--- src/rtl/fifo_frame_reader_pkg.sv ---
// Shared constants for the FIFO frame reader.
// FRAME_LEN and TIMEOUT defaults track the GSM-switch frame definition.
package fifo_frame_reader_pkg;

  localparam int DBITWIDTH_DEF = 32;
  localparam int FRAME_LEN_DEF = 8;
  localparam int TIMEOUT_DEF   = 64;

  // Each buffered word carries {data, sop, eop}.
  localparam int TAG_W     = 2;
  localparam int SOP_BIT   = 1;
  localparam int EOP_BIT   = 0;

endpackage

--- src/rtl/fifo_frame_reader_skid_buffer2.sv ---
// Generic 2-entry in-order valid/ready buffer.
// entry_p0 is always the head; entry_p1 holds the second word when occ==2.
module skid_buffer2 #(
  parameter int WIDTH = 34
) (
  input  logic             clk,
  input  logic             clr,
  input  logic             in_valid,
  input  logic [WIDTH-1:0] in_data,
  output logic             out_valid,
  input  logic             out_ready,
  output logic [WIDTH-1:0] out_data,
  output logic [1:0]       occ
);

  logic [WIDTH-1:0] entry_p0;
  logic [WIDTH-1:0] entry_p1;
  logic             push;
  logic             pop;

  assign out_valid = (occ != 2'd0);
  assign out_data  = entry_p0;
  assign pop       = out_valid & out_ready;
  assign push      = in_valid & (occ != 2'd2);

  always_ff @(posedge clk) begin
    if (clr) begin
      occ <= 2'd0;
    end else begin
      case ({push, pop})
        2'b10:   occ <= occ + 2'd1;
        2'b01:   occ <= occ - 2'd1;
        default: occ <= occ;
      endcase
    end
  end

  // Storage is not reset: occ alone decides which entries are meaningful.
  always_ff @(posedge clk) begin
    if (pop) begin
      if (occ == 2'd2) begin
        entry_p0 <= entry_p1;
      end else if (push) begin
        entry_p0 <= in_data;
      end
    end else if (push) begin
      if (occ == 2'd0) begin
        entry_p0 <= in_data;
      end else begin
        entry_p1 <= in_data;
      end
    end
  end

endmodule

--- src/rtl/fifo_frame_reader.sv ---
// Read-side FIFO consumer: pops words, tags them into fixed-length frames and
// streams them out; a frame that stalls mid-way is aborted and framing realigned.
module fifo_frame_reader
  import fifo_frame_reader_pkg::*;
#(
  parameter int DBITWIDTH = DBITWIDTH_DEF,
  parameter int FRAME_LEN = FRAME_LEN_DEF,
  parameter int TIMEOUT   = TIMEOUT_DEF
) (
  input  logic                 clk,
  input  logic                 clr,
  input  logic                 fifo_empty,
  output logic                 fifo_read,
  input  logic [DBITWIDTH-1:0] fifo_data,
  output logic                 out_valid,
  input  logic                 out_ready,
  output logic [DBITWIDTH-1:0] out_data,
  output logic                 out_sop,
  output logic                 out_eop,
  output logic                 timeout_err,
  output logic [15:0]          frame_count
);

  localparam int IDX_W  = $clog2(FRAME_LEN);
  localparam int TO_W   = $clog2(TIMEOUT + 1);
  localparam int WORD_W = DBITWIDTH + TAG_W;
  localparam logic [IDX_W-1:0] LAST_IDX = IDX_W'(FRAME_LEN - 1);
  localparam logic [TO_W-1:0]  TO_LAST  = TO_W'(TIMEOUT - 1);

  logic [1:0]        occ;
  logic [IDX_W-1:0]  enq_idx;
  logic [TO_W-1:0]   to_cnt;
  logic [WORD_W-1:0] enq_word;
  logic [WORD_W-1:0] head_word;
  logic              mid_frame;
  logic              abort;
  logic              deq;

  // The FIFO read port is unregistered, so the popped word is captured this cycle.
  assign fifo_read = ~clr & ~fifo_empty & (occ < 2'd2);
  assign enq_word  = {fifo_data, (enq_idx == '0), (enq_idx == LAST_IDX)};

  skid_buffer2 #(
    .WIDTH (WORD_W)
  ) u_skid (
    .clk       (clk),
    .clr       (clr),
    .in_valid  (fifo_read),
    .in_data   (enq_word),
    .out_valid (out_valid),
    .out_ready (out_ready),
    .out_data  (head_word),
    .occ       (occ)
  );

  assign out_data = head_word[WORD_W-1:TAG_W];
  assign out_sop  = out_valid & head_word[SOP_BIT];
  assign out_eop  = out_valid & head_word[EOP_BIT];
  assign deq      = out_valid & out_ready;

  // Abort fires in the cycle that would bring the stall count to TIMEOUT;
  // it needs fifo_empty, so it can never coincide with a pop.
  assign mid_frame   = (enq_idx != '0);
  assign abort       = ~clr & fifo_empty & mid_frame & (to_cnt == TO_LAST);
  assign timeout_err = abort;

  always_ff @(posedge clk) begin
    if (clr) begin
      enq_idx     <= '0;
      to_cnt      <= '0;
      frame_count <= 16'd0;
    end else begin
      if (fifo_read) begin
        enq_idx <= (enq_idx == LAST_IDX) ? '0 : enq_idx + 1'b1;
      end else if (abort) begin
        enq_idx <= '0;
      end

      if (fifo_read || !mid_frame || abort) begin
        to_cnt <= '0;
      end else if (fifo_empty) begin
        to_cnt <= to_cnt + 1'b1;
      end

      if (deq && head_word[EOP_BIT]) begin
        frame_count <= frame_count + 16'd1;
      end
    end
  end

endmodule

--- config.mk ---
export PLATFORM = sky130hd
export DESIGN_NAME = fifo_frame_reader
export DESIGN_NICKNAME = d
export VERILOG_FILES = /design/src/rtl/fifo_frame_reader_pkg.sv /design/src/rtl/fifo_frame_reader_skid_buffer2.sv /design/src/rtl/fifo_frame_reader.sv
export SDC_FILE = /design/constraint.sdc
export NUM_CORES = 1
export LEC_CHECK = 0
export ABC_AREA = 0
export ABC_CLOCK_PERIOD_IN_PS = 7700
export CORE_ASPECT_RATIO = 1.2
export CORE_MARGIN = 2
export CORE_UTILIZATION = 50
export CTS_BUF_LIST = sky130_fd_sc_hd__clkbuf_8 sky130_fd_sc_hd__clkbuf_16
export CTS_CLUSTER_DIAMETER = 80
export DETAILED_ROUTE_END_ITERATION = 8
export GPL_ROUTABILITY_DRIVEN = 1
export PLACE_DENSITY = 0.79
export SYNTH_ARGS = -nofsm -noshare
export SYNTH_HDL_FRONTEND = slang
export SYNTH_SLANG_ARGS = --single-unit
export TNS_END_PERCENT = 20
--- constraint.sdc ---
create_clock -name clk -period 7.7 [get_ports clk]
set_input_delay 1.54 -clock clk [delete_from_list [all_inputs] [get_ports clk]]
set_output_delay 1.54 -clock clk [all_outputs]
set_load 0.02 [all_outputs]
==> Yosys cells after proc, flatten, opt, wreduce, memory -nomap -nowiden <==
Cells that the tools add are included.
W data, S select, Z words.
{ "classes": {"addsub": 5, "order_cmp": 1, "n_shift": 0, "mul": 0, "reduce_logical": 16, "div_mod_pow": 0, "mux": 9, "n_bitwise": 13, "eq_ne": 6} }
{ "ops": {"columns": ["cell", "count"], "rows": [
  ["$mux W34", 5],
  ["$add A16 B1 Y16 const B", 1],
  ["$reduce_bool A2 Y1", 6],
  ["$and A1 B1 Y1", 9],
  ["$mux W3", 3],
  ["$add A7 B1 Y7 const B", 1],
  ["$eq A7 B6 Y1 const B", 1],
  ["$reduce_and A3 Y1", 2],
  ["$eq A2 B2 Y1 const B", 2],
  ["$not A1 Y1", 4],
  ["$pmux W2 S2", 1],
  ["$add A3 B1 Y3 const B", 1],
  ["$eq A3 B3 Y1 const B", 1],
  ["$logic_not A3 Y1", 1],
  ["$reduce_bool A3 Y1", 1],
  ["$add A2 B1 Y2 const B", 1],
  ["$eq A2 B1 Y1 const B", 1],
  ["$logic_not A2 Y1", 1],
  ["$logic_or A1 B1 Y1", 2],
  ["$lt A2 B2 Y1 const B", 1],
  ["$ne A2 B2 Y1 const B", 1],
  ["$reduce_or A2 Y1", 1],
  ["$sub A2 B1 Y2 const B", 1],
  ["$logic_and A1 B1 Y1", 1],
  ["$logic_not A1 Y1", 1]
]} }
{ "word_totals": {"latch_bits": 0, "mem_bits_rw": 0, "memories": 0, "ff_bits": 96, "inputBits": 36, "rom_bits": 0} }

==> Longest topological paths before layout <==
{ "logic_depth": {"depth_word": 7, "mapped_depth": 7, "mapped_depth_nobuf": 6} }

==> By module <==
From an unflattened synthesis, not the netlist that was laid out.
{ "unflattened": {"cells_unflattened": 258, "hier_area_um2": 3928.8} }
{ "modules_own_cells": {"columns": ["mod", "area_each_um2", "cells_per_inst", "n_inst", "seq_area_each_um2"], "rows": [
  ["skid_buffer2", 2721.4, 122, 1, 2082.0],
  ["fifo_frame_reader", 1207.4, 136, 1, 520.5]
]} }

==> Worst setup path after synthesis <==
Ideal clock, no wire load.
{ "synth_path": {"kind": "input to register", "startpoint": "input fifo_empty", "endpoint": "register u_skid.entry_p1[0], enable pin", "stages": 4, "slack_ns": 2.547, "arrival_time_ns": 4.686, "n_path_buf": 1, "cell_sequence": "clkbuf_1 > nor3_4 > inv_1 > nor3_1"} }
{ "synth_between": {"elab_chain_len": 5} }
{ "synth_lines": {"columns": ["item", "line_no", "source"], "rows": [
  ["start, declared", "fifo_frame_reader.sv:12", "input logic fifo_empty,"],
  ["$not A1 Y1", "fifo_frame_reader.sv:40", "assign fifo_read = ~clr & ~fifo_empty & (occ < 2'd2);"],
  ["$and A1 B1 Y1 (2 in a row)", "fifo_frame_reader.sv:40", null],
  ["via fifo_read", "fifo_frame_reader.sv:13", "output logic fifo_read,"],
  ["$and A1 B1 Y1", "fifo_frame_reader_skid_buffer2.sv:24", "assign push = in_valid & (occ != 2'd2);"],
  ["$reduce_and A3 Y1 (no line)", null, null],
  ["end signal, assigned", "fifo_frame_reader_skid_buffer2.sv:50", "entry_p1 <= in_data;"],
  ["end, declared", "fifo_frame_reader_skid_buffer2.sv:17", "logic [WIDTH-1:0] entry_p1;"]
]} }
The timed path passes the listed nets, and every way through them passes these cells.
A chain may end at the register's enable or synchronous reset.

==> Final worst setup path <==
{ "layout_path": {"startpoint": "input clr", "endpoint": "output fifo_read"} }
{ "layout_between": {"elab_chain_len": 3} }
{ "layout_lines": {"columns": ["item", "line_no", "source"], "rows": [
  ["start, declared", "fifo_frame_reader.sv:11", "input logic clr,"],
  ["$not A1 Y1", "fifo_frame_reader.sv:40", null],
  ["$and A1 B1 Y1 (2 in a row)", "fifo_frame_reader.sv:40", null],
  ["end, declared", "fifo_frame_reader.sv:13", null]
]} }
No other way between the ends.

==> results.py <==
metrics = {
    "sta": {
        "worst_pin_slew_ns": 1.113,
        "skew_ns": 0.009791,
        "tns_ns": 0,
        "min_period_over_period": 0.6806,
        "rsz0062_at_grt": "no",
        "slew_headroom": 0.2553,
        "timing.hold.ws_ns": 0.4626,
        "hold_viol_final": 0,
        "setup_viol": 0,
        "period_minus_slack_ns": 5.241,
        "slew_violations": 0,
        "fmax_ghz": 0.1908,
    },
    "drt": {
        "drt_pass1_iterations": 4,
        "top_layer": "met4",
        "met1_length_um": 3045,
        "vias_per_cell": 5.116,
        "drc": 0,
        "antenna_left": 0,
        "wl_per_cell_um": 14.88,
        "wl_met3_um": 419,
        "first_iter_violations": 92,
        "routed_wl_um": 6785,
        "vias": 2333,
        "wl_met2_um": 3205,
    },
    "final_layout": {
        "diodes": 0,
        "layout_commonest_cell": "clkdlybuf4s50_1",
        "drive_gt1_frac": 0.1717,
        "stdcell_count": 456,
        "final_cell_mix": "clkdlybuf4s50_1, edfxtp_1, mux2_2",
        "area_growth_syn_to_layout_pct": 22.96,
        "nFillCells": 599,
        "finalNetCount": 398,
    },
    "power_and_ir_drop": {
        "power_switching_uw": 351.8,
        "seq_power_share": 0.517,
        "leakagePower_uw": 0.001786,
        "combPwrFrac": 0.230,
        "netSwitchingFraction": 0.2757,
        "p_int_uw": 924.0,
        "power_density_nw_per_um2": 251.9,
        "vdd_drop_max_v": 0.0001240,
        "clkPwrFrac": 0.252,
    },
    "logic_synthesis": {
        "syn_avg_cell_area_sq_um": 13.92,
        "synth.largest_area_cell": "edfxtp_1",
        "synth-seq-area-share": 0.6318,
        "netlist_area_sq_um": 4119,
        "synth_fp_nets": 338,
        "synth-edff-count": 68,
        "synth.area.top_cells": "edfxtp_1, dfxtp_1, mux2_2",
        "synthArstFlopShare": 0,
        "netlist_instances": 296,
        "synth_top_area_frac": 0.4957,
        "ys_types": 33,
        "synth_warnings": 0,
        "synth_seq_cells": 96,
        "synth_flop_cell": "edfxtp_1",
    },
    "global_routing": {
        "grt_pass1_wl_um": 10600,
        "grtUsageTotal": 0.1545,
        "antenna_found_initial": 0,
        "overflow": 0,
        "grt_start_max_net_pins": 35,
        "grt_pass1_vias": 2243,
    },
    "clock_network": {
        "cts_resized": 0,
        "clockRootBuffer": "clkbuf_8",
        "h-tree-depth": 3,
        "clockBufferDepth": 2,
        "cts_tree": "done",
        "clk_latency_ns": 0.35,
        "cts-buffers-inserted": 9,
        "cts_hold_buffers": 0,
        "cts_sinks": 96,
        "post_cts_buffers": 0,
        "path_clk_slew_ns": 0.09,
    },
    "die": {
        "core_area_sq_um": 8063,
        "start_util": 0.5109,
        "row_count": 36,
        "die_h_um": 103.4,
        "die_area_sq_um": 8983,
        "pin_count": 89,
        "dieWidth_um": 86.86,
    },
    "flow_run": {
        "maxCapViolCount": 0,
    },
    "critical_path": {
        "cp-end-kind": "output pin",
        "cp_max_fo": 29,
        "worstPathArrival_ns": 3.70,
        "start_kind": "input port",
        "cp.required_ns": 6.16,
        "path_class": "input port to output pin",
    },
    "placement": {
        "port_buffers": 88,
        "post-place-cells": 440,
        "gp_congestion": 0.7907,
        "dp_hpwl_um": 4579,
    },
    "min_path": {
        "hold_class": "register to register",
    },
    "run_status": {
        "status": "complete, no violations",
    },
}
-- state kept, by name, summed over array words and instances, names as in the netlist --
signal,flops
enq_idx,3
frame_count,16
to_cnt,7
u_skid.entry_p1,34
u_skid.occ,2
u_skid.out_data,34
-- power by group through the flow --
stage	clock [uW]	sequential (uW)	combinational, uW
3_5_place_dp	0	673	300
5_1_grt	348	666	317
6_report	322	660	294
4_1_cts	330	661	301
3_3_place_gp	0	672	293
2_1_floorplan	0	666	213
-- kinds of logic (layout without fill, tap and decap cells) --
| kind of cell | Yosys count | in the layout | share of synthesized area |
|---|---|---|---|
| flip-flops | 96 | 96 | 0.6318 |
| AND/OR/NAND/NOR | 78 | 78 | 0.1103 |
| buffers and inverters | 48 | 113 | 0.07473 |
| multiplexers | 40 | 40 | 0.1087 |
| XOR/XNOR | 16 | 16 | 0.03402 |
| AO/OA/AOI/OAI | 12 | 12 | 0.02218 |
| adder cells (fa/ha/maj) | 6 | 6 | 0.01823 |
-- routing by layer --
metal,vias to the layer above,global-route usage
li1,1150,-
met3,10,0.04444
met5,-,0
met4,0,0.06490
met2,75,0.2490
met1,1098,0.1962
-- Yosys cell counts, types with 4 or more instances --
cell type,number
edfxtp_1,68
mux2_2,35
buf_4,32
dfxtp_1,28
nor2_1,27
nand2_1,12
xnor2_1,11
nor2b_1,9
inv_1,7
nor3_1,7
buf_2,6
ha_1,6
nand3_1,6
xor2_1,5
a21oi_1,4
-- metrics by stage --
stage               utilization  power, uW  setup WS (ns)  instance area [sq um]
floorplan                     -      878.6          2.547                   4119
global placement         0.6038      964.2          2.507                   4868
detailed placement       0.6038      973.1          2.481                   4868
CTS                      0.6282       1292          2.473                   5065
global route             0.6282       1332          2.301                   5065
finish                   0.6282       1276          2.459                   5065
-- path summary, 6_finish.rpt --
kind                  from             endpoint  slack [ns]  depth (start not counted)
max                    clr            fifo_read        2.46                          3
min              to_cnt[6]            to_cnt[6]        0.46                          2
max reg2reg  u_skid.occ[1]  u_skid.out_data[31]        5.48                          3
min reg2reg      to_cnt[6]            to_cnt[6]        0.46                          2
-- area by class of cell --
type,count,area (sq um),share of cell area
clock buffers,10,137.6,0.02717
inverters,7,26.28,0.005188
flip-flops and latches,96,2603,0.5138
repair buffers,90,895.9,0.1769
multi-input cells,152,1225,0.2418
clock inverters,6,58.81,0.01161
well taps,95,118.9,0.02347
-- critical path, stage by stage --
cell	delay, ns
clkdlybuf4s50_1	0.95
nor3_4	0.53
clkdlybuf4s50_1	0.68
(Power assumes the default switching activity.)
